File: src/rtl/fpr_cdb_arbiter_if.sv
// ---------------------------------------------------------------------------
// fpr_cdb_arbiter_if
// Bundle between the FP execution units and the FPR common-data-bus arbiter.
//
// Request side (one lane per FP unit, index 0 = fmov):
//   req_valid[N_REQ]            unit has a result to broadcast
//   req_ready[N_REQ]            one-hot grant back to the unit
//   req_tag[N_REQ][ROB_WIDTH]   ROB tag, valid in the request cycle
//   req_data[N_REQ][32]         unit's registered result, valid the cycle
//                               after the grant
// Broadcast side (seen by reservation stations, register file, ROB):
//   fpr_cdb_valid, fpr_cdb_tag, fpr_cdb_data, grant_idx (debug/perf)
//
// Modports: slave = the arbiter, master = the units/consumers around it.
// ---------------------------------------------------------------------------
interface fpr_cdb_arbiter_if #(
    parameter int N_REQ     = 6,
    parameter int ROB_WIDTH = 4
);
    logic [N_REQ-1:0]                req_valid;
    logic [N_REQ-1:0]                req_ready;
    logic [N_REQ-1:0][ROB_WIDTH-1:0] req_tag;
    logic [N_REQ-1:0][31:0]          req_data;

    logic                            fpr_cdb_valid;
    logic [ROB_WIDTH-1:0]            fpr_cdb_tag;
    logic [31:0]                     fpr_cdb_data;
    logic [2:0]                      grant_idx;

    modport slave (
        input  req_valid,
        input  req_tag,
        input  req_data,
        output req_ready,
        output fpr_cdb_valid,
        output fpr_cdb_tag,
        output fpr_cdb_data,
        output grant_idx
    );

    modport master (
        output req_valid,
        output req_tag,
        output req_data,
        input  req_ready,
        input  fpr_cdb_valid,
        input  fpr_cdb_tag,
        input  fpr_cdb_data,
        input  grant_idx
    );
endinterface

File: src/rtl/fpr_cdb_arbiter.sv
// ---------------------------------------------------------------------------
// fpr_cdb_arbiter
// Round-robin arbiter for the FPR common data bus. Each cycle at most one
// requesting FP unit is granted (search starts at the round-robin pointer and
// wraps modulo N_REQ). The granted tag is registered and broadcast on the
// next cycle together with the granted unit's registered result, which the
// unit captures on the grant edge -- hence the data mux is driven by the
// registered grant index, not by the live grant.
//
// Ports:
//   clk     clock
//   reset   synchronous, active-high reset; also blocks grants and masks the
//           broadcast in the cycle it is asserted
//   cdb_if  slave side of fpr_cdb_arbiter_if (requests in, grants and CDB out)
// ---------------------------------------------------------------------------
module fpr_cdb_arbiter #(
    parameter int N_REQ     = 6,
    parameter int ROB_WIDTH = 4
) (
    input  logic                 clk,
    input  logic                 reset,
    fpr_cdb_arbiter_if.slave     cdb_if
);
    localparam int PTR_W = (N_REQ > 1) ? $clog2(N_REQ) : 1;

    logic [PTR_W-1:0]     ptr_q, ptr_d;
    logic [PTR_W-1:0]     gnt_q, gnt_d;
    logic                 cdb_valid_q, cdb_valid_d;
    logic [ROB_WIDTH-1:0] cdb_tag_q, cdb_tag_d;

    logic                 found;
    logic [PTR_W-1:0]     g_idx;
    logic                 dispatch;
    logic                 bcast_valid;

    // Rotating priority search: offset 0 is the pointer itself.
    always_comb begin
        int idx;
        found = 1'b0;
        g_idx = '0;
        idx   = 0;
        for (int i = 0; i < N_REQ; i++) begin
            idx = int'(ptr_q) + i;
            if (idx >= N_REQ) begin
                idx = idx - N_REQ;
            end
            if (!found && cdb_if.req_valid[idx]) begin
                found = 1'b1;
                g_idx = PTR_W'(idx);
            end
        end
    end

    // Grant is withheld during reset so nothing dispatches in a reset cycle.
    assign dispatch = found && !reset;

    always_comb begin
        cdb_if.req_ready = '0;
        if (dispatch) begin
            cdb_if.req_ready[g_idx] = 1'b1;
        end
    end

    always_comb begin
        ptr_d       = ptr_q;
        gnt_d       = gnt_q;
        cdb_tag_d   = cdb_tag_q;
        cdb_valid_d = 1'b0;
        if (dispatch) begin
            cdb_valid_d = 1'b1;
            cdb_tag_d   = cdb_if.req_tag[g_idx];
            gnt_d       = g_idx;
            // N_REQ need not be a power of two, so wrap explicitly.
            ptr_d       = (g_idx == PTR_W'(N_REQ - 1)) ? '0 : g_idx + PTR_W'(1);
        end
    end

    always_ff @(posedge clk) begin
        if (reset) begin
            ptr_q       <= '0;
            gnt_q       <= '0;
            cdb_valid_q <= 1'b0;
            cdb_tag_q   <= '0;
        end else begin
            ptr_q       <= ptr_d;
            gnt_q       <= gnt_d;
            cdb_valid_q <= cdb_valid_d;
            cdb_tag_q   <= cdb_tag_d;
        end
    end

    // A grant from the cycle before reset must not reach the bus.
    assign bcast_valid          = cdb_valid_q && !reset;
    assign cdb_if.fpr_cdb_valid = bcast_valid;
    assign cdb_if.fpr_cdb_tag   = reset ? '0 : cdb_tag_q;
    assign cdb_if.fpr_cdb_data  = bcast_valid ? cdb_if.req_data[gnt_q] : 32'h0;
    assign cdb_if.grant_idx     = bcast_valid ? 3'(gnt_q) : 3'd0;

endmodule

File: src/flat_wrapper.sv
// flat-port wrapper written by rule: the top's interface ports become plain ports
module fpr_cdb_arbiter_flat 
#(
    parameter int N_REQ     = 6,
    parameter int ROB_WIDTH = 4
)
  (clk, reset, cdb_if_req_valid, cdb_if_req_tag, cdb_if_req_data, cdb_if_req_ready, cdb_if_fpr_cdb_valid, cdb_if_fpr_cdb_tag, cdb_if_fpr_cdb_data, cdb_if_grant_idx);
  fpr_cdb_arbiter_if #(.N_REQ(N_REQ), .ROB_WIDTH(ROB_WIDTH)) cdb_if_i ();
  input  logic clk;
  input  logic reset;
  input wire logic [$bits(cdb_if_i.req_valid)-1:0] cdb_if_req_valid;
  input wire logic [$bits(cdb_if_i.req_tag)-1:0] cdb_if_req_tag;
  input wire logic [$bits(cdb_if_i.req_data)-1:0] cdb_if_req_data;
  output wire logic [$bits(cdb_if_i.req_ready)-1:0] cdb_if_req_ready;
  output wire logic [$bits(cdb_if_i.fpr_cdb_valid)-1:0] cdb_if_fpr_cdb_valid;
  output wire logic [$bits(cdb_if_i.fpr_cdb_tag)-1:0] cdb_if_fpr_cdb_tag;
  output wire logic [$bits(cdb_if_i.fpr_cdb_data)-1:0] cdb_if_fpr_cdb_data;
  output wire logic [$bits(cdb_if_i.grant_idx)-1:0] cdb_if_grant_idx;
  assign cdb_if_i.req_valid = cdb_if_req_valid;
  assign cdb_if_i.req_tag = cdb_if_req_tag;
  assign cdb_if_i.req_data = cdb_if_req_data;
  assign cdb_if_req_ready = cdb_if_i.req_ready;
  assign cdb_if_fpr_cdb_valid = cdb_if_i.fpr_cdb_valid;
  assign cdb_if_fpr_cdb_tag = cdb_if_i.fpr_cdb_tag;
  assign cdb_if_fpr_cdb_data = cdb_if_i.fpr_cdb_data;
  assign cdb_if_grant_idx = cdb_if_i.grant_idx;
  fpr_cdb_arbiter #(.N_REQ(N_REQ), .ROB_WIDTH(ROB_WIDTH)) u_core (.clk(clk), .reset(reset), .cdb_if(cdb_if_i));
endmodule
File: config.mk
export PLATFORM = sky130hd
export DESIGN_NAME = fpr_cdb_arbiter_flat
export DESIGN_NICKNAME = d
export VERILOG_FILES = /design/src/rtl/fpr_cdb_arbiter_if.sv /design/src/rtl/fpr_cdb_arbiter.sv /design/src/flat_wrapper.sv
export SDC_FILE = /design/constraint.sdc
export NUM_CORES = 1
export LEC_CHECK = 0
export BUFFER_PORTS_ARGS = -buffer_cell sky130_fd_sc_hd__buf_4
export CORE_AREA = 2 2 103 105
export DETAILED_ROUTE_END_ITERATION = 12
export DIE_AREA = 0 0 105 107
export GPL_TIMING_DRIVEN = 0
export MAX_ROUTING_LAYER = met4
export PLACE_DENSITY = 0.72
export SETUP_SLACK_MARGIN = 0.2
export SLEW_MARGIN = 20
export SYNTH_ARGS = -nofsm -noshare
export SYNTH_HDL_FRONTEND = slang
export SYNTH_SLANG_ARGS = --single-unit
File: constraint.sdc
create_clock -name clk -period 7.2 [get_ports clk]
set_input_delay 0.72 -clock clk [delete_from_list [all_inputs] [get_ports clk]]
set_output_delay 0.72 -clock clk [all_outputs]
set_load 0.03 [all_outputs]
Word level (Yosys, flattened, before mapping). Cells that the tools add are included.

Output and inout bits: 46. Flip-flop bits (word level): 11. Word-level logic and storage cells: 94. Input bits: 224.

Eq/ne operators: 1. Magnitude comparators: 15. Add/subtract/negate cells: 12. Reduce and logical (&&, ||, !) cells: 14. Muxes and demuxes: 48.

Operators with widths (count): $mux W32 (8); $lt A32 B5 Y1 const B (6); $ge A32 B4 Y1 const B (5); $sub A32 B4 Y32 const B (5); $bmux W32 S3 (1); $mux W3 (8); $mux W1 (20); $bmux W1 S3 (6); $bmux W4 S3 (1); $add A3 B2 Y4 const B (2); $add A3 B3 Y4 const B (2); $logic_and A1 B1 Y1 (8); $lt A3 B4 Y1 const B (2); $mux W4 (2); $logic_not A1 Y1 (6); $mux W6 (1); $add A3 B1 Y4 const B (1); $sub A3 B3 Y4 const B (1); $add A3 B1 Y3 const B (1); $demux W1 S3 (1); $eq A3 B3 Y1 const B (1); $ge A3 B1 Y1 const B (1); $ge A3 B3 Y1 const B (1).

Logic depth before layout (Yosys ltp). Gate-level depths: netlist of the first run.

Word-level depth: 26. Depth in mapped cells: 19. Gate-level depth less buffers: 14.

Worst setup path before layout of the first run. Ideal clock, no wire load.

Path type: flip-flop to output port. Start point: register u_core.ptr_q[0]. End point: output port cdb_if_req_ready[0]. Stages on the path, launching flop included: 18. Data arrival time: 3.874 ns. Slack: 2.606 ns. Required time: 6.480 ns. Buffers on the path: 5. Path through: dfxtp_1 > buf_6 > buf_6 > inv_1 > clkbuf_1 > ha_1 > buf_2 > inv_2 > ha_1 > o211ai_1 > a21oi_2 > a31oi_4 > and2_1 > a2111oi_2 > or3_1 > buf_4 > nand2b_1 > nor2_1.

Cells in the longest elaborated chain, start to end: 26. Elaborated cells between the ends (all ways): 70. Those cells by class: 11 x add/sub; 8 x order compare; 39 x mux; 12 x reduce/logical.

Ends and longest elaborated chain: start: declaration (line fpr_cdb_arbiter.sv:26) `logic [PTR_W-1:0] ptr_q, ptr_d;`; start signal: assignment (line fpr_cdb_arbiter.sv:85) `ptr_q <= ptr_d;`; parallel branches: the longest is 25 deep, another holds $sub A32 B4 Y32; $mux W6 * (line fpr_cdb_arbiter.sv:59) `if (dispatch) begin`; end: declaration (line flat_wrapper.sv:14) `output wire logic [$bits(cdb_if_i.req_ready)-1:0] cdb_if_req_ready;`.

Mark *: on every way between the ends. The select of a mux whose other input is x is not followed.

Final worst setup path of the first run.
Start point: register u_core.ptr_q[0]. End point: output port cdb_if_req_ready[3].

The elaborated chain is that of the path after synthesis.

==> impl_results.md, run 1 <==
* Seq/Total Area, Yosys at 0.0621
* Unique masters post-synth at 66
* Initial antenna violation count at 0
* Crit path largest cell delay at 600 ps
* Vias at approximately 4500
* Dpl cells at about 800
* Fmax at 181 MHz
* Slew Limit Fails at 0
* Post-layout util at 0.573
* Vias per cell at 5.53
* Post-layout min period at 5520 ps
* N_diodes at 0
* Syn Nets at 633
* Total Neg Setup Slack at 0 ps
* Crit-path slowest cell: dfxtp_1
* Synthesized area at 3550 um^2
* CP required at roughly 6500 ps
* HPWL after DPL at around 13000 um
* Initial Utilization at 0.352
* Routed length per instance at 19.2 um
* Peak supply drop at approximately 0.00018 V
* # rows at 37
* Pleak at approximately 2.6 nW
* Number of top-level pins at 270
* Largest net degree at the start of global routing at 11
* Clk slew on worst S/H paths at around 50 ps
* Max Cap Viol at 0
* CP cell instances: buf_6 > buf_6 > inv_1 > clkbuf_1 > ha_1 > buf_2 > inv_2 > ha_1 > o211ai_1 > a21oi_2 > a31oi_4 > and4_1 > buf_4 > nand2b_1 > nand2_1 > buf_4 > nand2_2 > nand2_1 > nor2_1 > buf_4
* Routed WL at approximately 15000 um
* Finished Layout Cells at roughly 800
* Relative slew slack at 0.394
* Pwr Density at 335 nW/um^2
* Routability congestion estimate at between 0.9 and 1
* Drt first-iter violations at 259
* Slew of the pin with the lowest slew margin at 909 ps
* Post-Syn Instances at ~400
* Worst Path Buf+Inv at 9
* Synth top area share at 0.209
* Fill cells at 935
* Cts repair resizes at 0
* Hold/Removal Path Class: reg -> reg
* Nets@finish at 907
* Root buf cell: clkbuf_8
* DR pass1 iterations at 5
* Synth warn at 0
* Critical Path Fanout Max at 10
* Largest area contributor in the netlist: mux4_2
* Period utilisation layout at 0.766
* Clock Skews at 4.39 ps
* Core ar. at just over 10000 um^2
* Routed Antenna Nets at 0
* Drt drc at 0
* Most common cell after layout, fill and taps aside: buf_4
* P&R area growth vs syn at 63.0%
* Top cells by area, synth: mux4_2 (21%), mux2_2 (11%), a22oi_1 (6.8%), dfxtp_1 (6.2%), mux2i_1 (5.9%)
* Post-route cell area at 5780 um^2
* Die X-Extent at around 110 um
* Final Setup Violations at 0
* Clock H-tree levels at 1
* Status: complete, no violations
* Inserted Clock Buffers at 3
* Dpl cell area at roughly 5700 um^2
* Post-synth EDFFs at 0
* Die H at 107 um
* # clock sinks at 11
* Hold-fix buffers, CTS at 0
* Clk_lat worst skew at 240 ps
* CP arrival at 4800 ps
* Syn avg cell area at 8.94 um^2
* DIE AREA at ~11000 um^2
* All-Layer GR Usage at 0.267
* Critical Path End Type: primary output
* Setup Buffers After CTS at 0
* Layout cell share with drive strength beyond 1 at 0.558
* Setup CP Type: reg -> out
* Port bufs at approximately 270
* CTS tree: built
* Synth Register Bits at 11
* Hold Vio Cnt, Final at 0
* Global route overflow at 0
* CP delay by family, top: buffers and inverters
* Critical path launch point type: register
* RSZ-0062 raised after global routing: false
* CP dominant cell by count: buf_4
* Clock Path Buffers at 2
* First-pass GRT wire length at between 20000 and 25000 um
* Fin Hold WS at 518 ps
* Number of global-route vias before repair at 4349
* Most common flop cell mapped by yosys: dfxtp_1
* Most frequent cells in the layout: buf_4 (273), nor2_1 (50), mux2_2 (36)
* Ys async rst share at 0
layout make-up:
cell class / count / area (um^2) / share of cell area
Clock buffer: 4 / 45.0 / 0.00779
Sequential cell: 11 / 220 / 0.0381
Inverter: 9 / 33.8 / 0.00584
Buffer: 32 / 154 / 0.0266
Tap cell: 136 / 170 / 0.0294
Multi-Input combinational cell: 345 / 3140 / 0.543
Timing Repair Buffer: 269 / 2020 / 0.349
report_power, final:
group          switching [mW]  internal (mW)  leakage (nW)  total (mW)
clock network          0.0241         0.0390        0.0228      0.0631
registers              0.0198         0.0850        0.0912       0.105
logic                   0.965          0.801          2.53        1.77
metal layers:
layer | global-route usage | share of wire | vias up
li1 | - | - | 2106
met1 | 0.343 | 0.41 | 2074
met2 | 0.443 | 0.49 | 259
met3 | 0.0614 | 0.091 | 16
met4 | 0.0352 | 0.0097 | 0
met5 | - | 0 | -
cells by family after synthesis:
family / after synthesis / share of synthesized area
DFF: 11 / 0.0621
and+or+nand+nor: 132 / 0.188
AOI/OAI and AO/OA: 102 / 0.227
adders and majority gates: 12 / 0.0423
muxes: 94 / 0.402
buffers and inverters: 41 / 0.0529
xor gates and xnor gates: 5 / 0.0250
per-stage QoR:
step / setup slack, ps / power (mW)
2_1_floorplan: 2610 / 1.42
3_3_place_gp: 2040 / 1.83
3_5_place_dp: 1980 / 1.86
4_1_cts: 1710 / 1.93
5_1_grt: 1380 / 2.08
6_report: 1680 / 1.93
final timing paths:
path,startpoint,endpoint,slack [ps],cells past startpoint
max,u_core.ptr_q[0],cdb_if_req_ready[3],1680,20
min,u_core.gnt_q[2],u_core.gnt_q[2],520,2
max reg2reg,u_core.ptr_q[0],u_core.cdb_tag_q[2],2480,17
min reg2reg,u_core.gnt_q[2],u_core.gnt_q[2],520,2
registers in the layout (all words and copies together) (netlist names):
signal and count:
u_core.cdb_tag_q 4, u_core.gnt_q 3, u_core.cdb_valid_q 1, u_core.ptr_q 3
cell usage after synthesis, types with 9 or more instances:
master / instances
nand2b_1: 13
nor2_1: 50
nand3_1: 9
a22oi_1: 32
ha_1: 12
dfxtp_1: 11
mux2_2: 36
nand2_1: 14
mux4_2: 33
clkbuf_1: 22
mux2i_1: 21
nor3_1: 13
a21oi_1: 13
worst min-delay path, stage by stage (launching register included):
cell,delay (ps)
dfxtp_1,330
a21oi_1,70
nor2_1,80
Power figures use the tool's default switching activity.
==> run 2, diff against run 1 <==
- CORE_AREA: 2 2 103 105 -> unset
- CORE_ASPECT_RATIO: unset -> 0.5
- CORE_MARGIN: unset -> 1.5
- CORE_UTILIZATION: unset -> 42
- DIE_AREA: 0 0 105 107 -> unset
- PLACE_DENSITY: 0.72 -> 0.84
- clock period: 7.2 -> 5.8 ns (I/O delays scaled with it)
==> impl_results.md, run 2 (same netlist as run 1, synthesis figures left out) <==
* Routed Antenna Nets at 0 (unchanged)
* Clock Path Buffers at 2 (unchanged)
* Min setup slack post-route at 537 ps (-1150 ps)
* Most common cell after layout, fill and taps aside: buf_4
* P&R area growth vs syn at 63.2%
* Drt drc at 0 (unchanged)
* DR pass1 iterations at 5 (unchanged)
* Die H at 68.0 um (-36%)
* Dpl cells at 778 (-3.0%)
* Layer with the highest usage: met2
* All-Layer GR Usage at 0.329 (+0.0618)
* Setup CP Type: reg -> out
* Grt met2 use at 0.552 (+0.109)
* Number of global-route vias before repair at 4295 (-1.2%)
* Number of top-level pins at 270 (unchanged)
* Final Power at 2.48 mW (+28%)
* Relative slew slack at 0.436 (+0.0414)
* CP required at 5220 ps (-1260 ps)
* Clock H-tree levels at 1 (unchanged)
* Vias per cell at 5.81 (+5.1%)
* Final Setup Violations at 0 (unchanged)
* Hold-fix buffers, CTS at 0 (unchanged)
* Max Cap Viol at 0 (unchanged)
* Dpl ws at 822 ps (-1160 ps)
* Post-layout util at 0.716 (+0.143)
* Finished Layout Cells at 782 (-3.0%)
* DIE AREA at 9040 um^2 (-20%)
* Initial Utilization at 0.439 (+0.0872)
* Clk_lat worst skew at 240 ps (about the same)
* Setup Buffers After CTS at 0 (unchanged)
* Critical Path End Type: primary output
* Met1 GRT Util at 0.404 (+0.0616)
* Hold Vio Cnt, Final at 0 (unchanged)
* Total Neg Setup Slack at 0 ps (unchanged)
* CP arrival at 4680 ps (-120 ps)
* Fmax at 190 MHz
* Core ar. at 8090 um^2 (-20%)
* Port bufs at 269 (unchanged)
* # rows at 23 (-38%)
* Routed length per instance at 19.6 um (+2.3%)
* Fin Hold WS at 505 ps (-13.6 ps)
* # clock sinks at 11 (unchanged)
* Hold/Removal Path Class: reg -> reg
* Layout cell share with drive strength beyond 1 at 0.560 (+0.00149)
* Inserted Clock Buffers at 3 (unchanged)
* Post-layout min period at 5260 ps
* HPWL after DPL at 13000 um (-1.4%)
* Critical path launch point type: register
* Period utilisation layout at 0.907
* Most frequent cells in the layout: buf_4 (273), nor2_1 (50), mux2_2 (36)
* Clock Skews at 5.64 ps (+1.25 ps)
* N_diodes at 0 (unchanged)
* Drt first-iter violations at 420 (+62%)
* Routability congestion estimate at 0.980 (+6.7%)
* Peak supply drop at 0.000451 V (+150%)
* Root buf cell: clkbuf_16
* Routed WL at 15400 um (-0.71%)
* First-pass GRT wire length at 22500 um (-3.8%)
* Largest registers: u_core.cdb_tag_q: 4 flops, u_core.gnt_q: 3 flops, u_core.ptr_q: 3 flops
* Critical Path Fanout Max at 10 (unchanged)
* Pwr Density at 428 nW/um^2 (+28%)
* Nets@finish at 907 (unchanged)
* Slew Limit Fails at 0 (unchanged)
* M3 GR Usage at 0.0778 (+0.0164)
* CTS tree: built
* Dpl cell area at 5710 um^2 (-0.52%)
* Clk slew on worst S/H paths at 40 ps (about the same)
* Status: complete, no violations
* Slew of the pin with the lowest slew margin at 846 ps (-62.1 ps)
* Global route overflow at 0 (unchanged)
* RSZ-0062 raised after global routing: false
* Biggest register: u_core.cdb_tag_q
* Pleak at 2.66 nW (+0.59%)
* Initial antenna violation count at 0 (unchanged)
* Die X-Extent at 133 um (+27%)
* Vias at 4541 (+1.9%)
* Max reg flops at 4 (unchanged)
* Largest net degree at the start of global routing at 11 (unchanged)
* Post-route cell area at 5790 um^2 (+0.13%)
[run 2: timing repair]
action                                  4_1_cts  5_1_grt
resized for setup                             0        1
endpoints found under the setup margin        0        6
endpoints found under the hold margin         0        0
[run 2: cell type report]
type | instances | area (um^2)
Multi-Input combinational cell | 345 | 3140
Fill cell | 644 | 2300
Timing Repair Buffer | 269 | 2020
Sequential cell | 11 | 220
Buffer | 32 | 154
Tap cell | 112 | 140
Clock buffer | 4 | 78.8
Inverter | 9 | 33.8
[run 2: power by group]
group | leakage (nW) | internal, mW | switching [mW]
clock network | 0.0382 | 0.0925 | 0.0365
logic | 2.53 | 0.996 | 1.22
registers | 0.0912 | 0.106 | 0.0230
[run 2: worst paths after layout]
check,start,to,slack (ps),cells past startpoint
worst max-delay path,u_core.ptr_q[0],cdb_if_req_ready[1],540,20
worst max register to register,u_core.ptr_q[0],u_core.cdb_tag_q[2],1030,17
worst min-delay path,u_core.gnt_q[2],u_core.gnt_q[2],500,2
worst min register to register,u_core.gnt_q[2],u_core.gnt_q[2],500,2
[run 2: worst max-delay path, stage by stage (launching register included)]
cell and delay (ps):
dfxtp_1 540, buf_6 230, buf_6 160, inv_1 130, clkbuf_1 280, ha_1 560, buf_2 290, inv_2 80
ha_1 310, o211ai_1 130, a21oi_2 110, a31oi_4 230, and4_1 210, buf_4 150, nand2b_1 140, nand2_1 100
buf_4 200, nand2_2 160, nand2_1 100, nor2_1 120, buf_4 160
[run 2: per-layer routing]
| metal | part of all wire | routed length [um] |
|---|---|---|
| met1 | 0.40 | 6110 |
| met2 | 0.49 | 7570 |
| met3 | 0.085 | 1300 |
| met4 | 0.025 | 383 |
| met5 | 0 | 0 |
